===== src/rtl/control4mo.sv =====
// control4mo: Memory Operation stage controller. Takes the MA->MO latch
// contents and runs loads/stores on a req/ack data-memory bus. While an access
// is in flight it stalls upstream. Afterwards it retires the instruction, with
// any load data, to write-back.
module control4mo #(
    parameter int           TIMEOUT  = 15,
    parameter logic [11:0]  ERR_DATA = 12'h000
) (
    input  logic        clk,
    input  logic        rst,
    input  logic        enable_in,
    input  logic [11:0] pc_in,
    input  logic [11:0] instr_in,
    input  logic [3:0]  instr_set_in,
    input  logic [1:0]  mem_op_in,
    input  logic [11:0] addr_in,
    input  logic [11:0] wdata_in,
    output logic        stall_out,
    output logic        mem_req,
    output logic        mem_we,
    output logic [11:0] mem_addr,
    output logic [11:0] mem_wdata,
    input  logic        mem_ack,
    input  logic [11:0] mem_rdata,
    output logic        enable_out,
    output logic [11:0] pc_out,
    output logic [11:0] instr_out,
    output logic [3:0]  instr_set_out,
    output logic [11:0] rdata_out,
    output logic        err_out
);

    typedef enum logic {IDLE, BUSY} state_t;

    // Last BUSY cycle index before the access is abandoned.
    localparam logic [3:0] LAST_CNT = 4'(TIMEOUT - 1);

    state_t      state_q, state_d;
    logic [3:0]  cnt_q, cnt_d;
    logic        req_q, req_d, we_q, we_d;
    logic [11:0] addr_q, addr_d, wdata_q, wdata_d;
    logic [11:0] pc_q, pc_d, instr_q, instr_d;
    logic [3:0]  iset_q, iset_d;
    logic        en_out_q, en_out_d, err_q, err_d;
    logic [11:0] pc_out_q, pc_out_d, instr_out_q, instr_out_d, rdata_q, rdata_d;
    logic [3:0]  iset_out_q, iset_out_d;
    logic        is_mem;

    // Only load (01) and store (10) touch memory; 11 is treated as none.
    assign is_mem = (mem_op_in == 2'b01) || (mem_op_in == 2'b10);

    // Next-state and datapath logic for the IDLE/BUSY controller.
    always_comb begin
        state_d     = state_q;
        cnt_d       = cnt_q;
        req_d       = req_q;
        we_d        = we_q;
        addr_d      = addr_q;
        wdata_d     = wdata_q;
        pc_d        = pc_q;
        instr_d     = instr_q;
        iset_d      = iset_q;
        en_out_d    = 1'b0;
        err_d       = 1'b0;
        pc_out_d    = pc_out_q;
        instr_out_d = instr_out_q;
        iset_out_d  = iset_out_q;
        rdata_d     = rdata_q;
        stall_out   = 1'b0;
        case (state_q)
            IDLE: begin
                if (enable_in) begin
                    if (is_mem) begin
                        stall_out = 1'b1;
                        req_d     = 1'b1;
                        we_d      = (mem_op_in == 2'b10);
                        addr_d    = addr_in;
                        wdata_d   = wdata_in;
                        pc_d      = pc_in;
                        instr_d   = instr_in;
                        iset_d    = instr_set_in;
                        cnt_d     = 4'd0;
                        state_d   = BUSY;
                    end else begin
                        en_out_d    = 1'b1;
                        pc_out_d    = pc_in;
                        instr_out_d = instr_in;
                        iset_out_d  = instr_set_in;
                        rdata_d     = 12'h000;
                    end
                end
            end
            BUSY: begin
                stall_out = 1'b1;
                // An ack in the final timeout cycle takes priority over the timeout.
                if (mem_ack || cnt_q == LAST_CNT) begin
                    req_d       = 1'b0;
                    we_d        = 1'b0;
                    en_out_d    = 1'b1;
                    err_d       = !mem_ack;
                    pc_out_d    = pc_q;
                    instr_out_d = instr_q;
                    iset_out_d  = iset_q;
                    if (!mem_ack)  rdata_d = ERR_DATA;
                    else if (we_q) rdata_d = 12'h000;
                    else           rdata_d = mem_rdata;
                    state_d     = IDLE;
                end else begin
                    cnt_d = cnt_q + 4'd1;
                end
            end
            default: state_d = IDLE;
        endcase
    end

    // State and output registers; a synchronous reset clears everything, including an in-flight request.
    always_ff @(posedge clk) begin
        if (rst) begin
            state_q     <= IDLE;
            cnt_q       <= '0;
            req_q       <= 1'b0;
            we_q        <= 1'b0;
            addr_q      <= '0;
            wdata_q     <= '0;
            pc_q        <= '0;
            instr_q     <= '0;
            iset_q      <= '0;
            en_out_q    <= 1'b0;
            err_q       <= 1'b0;
            pc_out_q    <= '0;
            instr_out_q <= '0;
            iset_out_q  <= '0;
            rdata_q     <= '0;
        end else begin
            state_q     <= state_d;
            cnt_q       <= cnt_d;
            req_q       <= req_d;
            we_q        <= we_d;
            addr_q      <= addr_d;
            wdata_q     <= wdata_d;
            pc_q        <= pc_d;
            instr_q     <= instr_d;
            iset_q      <= iset_d;
            en_out_q    <= en_out_d;
            err_q       <= err_d;
            pc_out_q    <= pc_out_d;
            instr_out_q <= instr_out_d;
            iset_out_q  <= iset_out_d;
            rdata_q     <= rdata_d;
        end
    end

    assign mem_req       = req_q;
    assign mem_we        = we_q;
    assign mem_addr      = addr_q;
    assign mem_wdata     = wdata_q;
    assign enable_out    = en_out_q;
    assign err_out       = err_q;
    assign pc_out        = pc_out_q;
    assign instr_out     = instr_out_q;
    assign instr_set_out = iset_out_q;
    assign rdata_out     = rdata_q;

endmodule


===== config.mk =====
export PLATFORM = sky130hd
export DESIGN_NAME = control4mo
export DESIGN_NICKNAME = d
export VERILOG_FILES = /design/src/rtl/control4mo.sv
export SDC_FILE = /design/constraint.sdc
export NUM_CORES = 1
export LEC_CHECK = 0
export ABC_AREA = 1
export CAP_MARGIN = 20
export CORE_ASPECT_RATIO = 1.75
export CORE_MARGIN = 2
export CORE_UTILIZATION = 40
export CTS_BUF_LIST = sky130_fd_sc_hd__clkbuf_4 sky130_fd_sc_hd__clkbuf_8 sky130_fd_sc_hd__clkbuf_16
export CTS_CLUSTER_DIAMETER = 30
export DETAILED_ROUTE_END_ITERATION = 6
export PLACE_DENSITY_LB_ADDON = 0.25
export REMOVE_ABC_BUFFERS = 1
export SYNTH_ARGS = -nofsm -noshare
export SYNTH_HDL_FRONTEND = slang
export SYNTH_SLANG_ARGS = --single-unit

===== constraint.sdc =====
create_clock -name clk -period 1.55 [get_ports clk]
set_input_delay 0.31 -clock clk [delete_from_list [all_inputs] [get_ports clk]]
set_output_delay 0.31 -clock clk [all_outputs]
set_load 0.02 [all_outputs]

==> results.sh <==
export IMPL_status="finished clean"
export IMPL_grt_pass1_wl_microns=17630
export IMPL_vias_per_cell=4.949
export IMPL_io_pin_count=139
export IMPL_crit_path_max_fanout=6
export IMPL_busiest_layer="met2"
export IMPL_postRouteAntennaNets=0
export IMPL_worstSetupStartpointType="input pin"
export IMPL_min_to="mem_req$_SDFFE_PP0P_"
export IMPL_p_leak_uw=0.002751
export IMPL_antenna_found_initial=0
export IMPL_ys_seq_elements=101
export IMPL_wl_per_cell_microns=13.63
export IMPL_tns_ns=0
export IMPL_grt_max_degree=41
export IMPL_grt_overflow_total=0
export IMPL_regToRegSetupSlack_ns=0.11
export IMPL_hold_viol_final=0
export IMPL_coreArea_sq_um=10180
export IMPL_initial_core_util_pct=40.61
export IMPL_synth_avg_cell_area_sq_um=7.433
export IMPL_slew_headroom_pct=73.69
export IMPL_setup_viol=0
export IMPL_p_per_area_nw_per_um2=1076
export IMPL_dieArea_sq_um=11190
export IMPL_die_y_microns=138.5
export IMPL_yosys_warnings=0
export IMPL_cts_buffers_inserted=9
export IMPL_place_hpwl_microns=7692
export IMPL_hold_worst_slack_ns=0.4457
export IMPL_antennaDiodeCount=0
export IMPL_area_growth_pct=49.29
export IMPL_io_buffers=138
export IMPL_syn_inst=556
export IMPL_grt_util_met3_pct=3.721
export IMPL_num_rows=49
export IMPL_critical_path_class="in2reg"
export IMPL_timing_fmax_mhz=672.9
export IMPL_tightest_slew_ns=0.3946
export IMPL_path_clk_slew_ns=0.06
export IMPL_synthesis_area_sq_um=4133
export IMPL_ir_drop_mv=0.8208
export IMPL_min_period_ns=1.486
export IMPL_use_met1_pct=20.20
export IMPL_fin_nets=768
export IMPL_drv_cap=0
export IMPL_final_setup_skew_ns=0.005250
export IMPL_r2r_start="cnt_q[0]$_SDFFE_PP0P_"
export IMPL_rsz0062_at_grt="false"
export IMPL_ff2ff_path_depth=9
export IMPL_required_ns=1.77
export IMPL_maxSlewViolCount=0
export IMPL_wl_microns=11240
export IMPL_vias=4083
export IMPL_clk_path_buf_depth=2
export IMPL_drive_above_1_share_pct=8.739
export IMPL_crit_arrival_ns=1.71
export IMPL_holdCritPathClass="reg2reg"
export IMPL_drc=0
export IMPL_period_share_pct=95.88
export IMPL_grt_total_usage_pct=19.85
export IMPL_insertion_delay_ns=0.33
export IMPL_finalWeightedCongestion=0.7497
export IMPL_yosysSeqAreaShare_pct=48.93
export IMPL_htree_levels=3
export IMPL_final_cells=825
export IMPL_holdCritStartpoint="mem_req$_SDFFE_PP0P_"
export IMPL_synth_distinct_cells=24
export IMPL_dr_first_iter_drc_count=123
export IMPL_die_x_microns=80.84
export IMPL_reg2reg_to="cnt_q[0]$_SDFFE_PP0P_"
export IMPL_endpoint_kind="register"
export IMPL_firstDrtPassIters=4
export IMPL_grt_pass1_vias=3902
export IMPL_cts_tree="built"
export IMPL_met2_usage_pct=37.58
export IMPL_place_detailed_instances=804
export IMPL_min_path_cells=2
export IMPL_cts_sinks=101
export IMPL_root_buffer="clkbuf_16"
[sequential cells by signal, summed over array words and instances, names as in the netlist, 4 cells and up]
name,flops
cnt_q,4
instr_out,12
instr_q,12
instr_set_out,4
iset_q,4
mem_addr,12
mem_wdata,12
pc_out,12
pc_q,12
rdata_out,12
[cells in the final DEF, fill, tap and decap left out, types with 2 or more instances in the layout]
cell	n
a21boi_0	9
a21oi_1	96
buf_12	7
buf_4	17
buf_6	4
bufbuf_16	3
bufinv_16	2
clkbuf_16	9
clkdlybuf4s50_1	65
clkinv_2	2
dfxtp_1	100
dlygate4sd2_1	70
ha_1	2
inv_1	29
inv_2	3
nand2_1	156
nand3_1	31
nand3_2	2
nand3_4	2
nor2_1	34
o21a_1	19
o21ai_0	20
o21ai_1	2
[final cells by class]
class                           instances  area (sq um)
Tap cell                              127         158.9
Inverter                               33         126.4
Clock inverter                          5         77.57
Clock buffer                            9         225.2
Timing Repair Buffer                  170          1732
Fill cell                             997          4008
Sequential cell                       101          2023
Multi-Input combinational cell        380          1827
[cells in the mapped netlist]
cell type,instances,area [sq um]
a21boi_0,9,67.56
a21oi_1,96,480.5
buf_1,2,7.510
buf_2,23,115.1
buf_4,3,22.52
buf_6,1,11.26
clkbuf_1,13,48.80
dfxtp_1,101,2022
ha_1,3,37.54
inv_1,31,116.4
inv_2,2,7.510
nand2_1,156,585.6
nand3_1,33,165.2
nand3_2,2,20.02
nand4_1,1,6.260
nor2_1,34,127.6
nor3_1,1,5.000
nor3_2,1,10.01
o21a_1,19,142.6
o21ai_0,21,105.1
o21ai_1,1,5.000
o21ai_2,1,8.760
or2_2,1,6.260
xnor2_1,1,8.760
[report_power, final]
group	leakage [uW]	internal, uW	switching, uW
Sequential	0.000829	2790	83.9
Clock	0.000147	1390	917
Combinational	0.00178	697	757
Total	0.00275	4880	1760
[metrics by stage]
| step | util (%) | total power, uW | setup slack, ns | cell area [sq um] |
|---|---|---|---|---|
| 6_report | 60.62 | 6639 | 0.06386 | 6170 |
| 4_1_cts | 60.40 | 6717 | 0.01840 | 6147 |
| 5_1_grt | 60.62 | 6958 | 0.01128 | 6170 |
| 3_5_place_dp | 56.33 | 4335 | -0.6404 | 5733 |
| 2_1_floorplan | - | 3606 | -1.103 | 3928 |
| 3_3_place_gp | 56.33 | 4302 | -0.6372 | 5733 |
[worst max path at each step]
stage                             startpoint                        end  slack (ns)
final                           mem_op_in[0]     pc_out[8]$_SDFFE_PP0P_        0.06
after global routing            mem_op_in[0]  instr_out[3]$_SDFFE_PP0P_        0.01
after CTS                       mem_op_in[1]     pc_out[8]$_SDFFE_PP0P_        0.02
after detailed placement        mem_op_in[0]                  stall_out       -0.64
after global placement          mem_op_in[0]                  stall_out       -0.64
after floorplan           state_q$_SDFF_PP0_        mem_we$_SDFFE_PP0P_       -1.10
[timing repair]
item                       4_1_cts  5_1_grt
setup buffers                    3        0
pin swaps                        3        2
setup endpoints to repair      152       20
hold buffers                     0        0
gates resized for setup         89        6
gates cloned                     4        0
[per-layer routing]
metal	part of all wire, %	up-vias
met3	4.2	23
met2	55	99
met4	3.1	0
met5	0	-
li1	-	2068
met1	38	1893
[critical path, stage by stage]
cell and delay, ns:
dlygate4sd2_1 0.20, inv_2 0.04, ha_4 0.27, inv_4 0.04, o21ai_4 0.24, buf_6 0.16, bufbuf_16 0.26, nand3_1 0.08
nand2_1 0.07, nor2_1 0.04
[kinds of logic (layout without fill, tap and decap cells)]
logic type | count (synthesis) | count (layout) | synth area share [%]
flops | 101 | 101 | 48.93
compound gates | 147 | 147 | 19.59
buf+inv | 75 | 217 | 7.963
simple gates | 229 | 229 | 22.40
xor+xnor | 1 | 1 | 0.2120
fa+ha+maj | 3 | 3 | 0.9084
(Power assumes the default switching activity.)
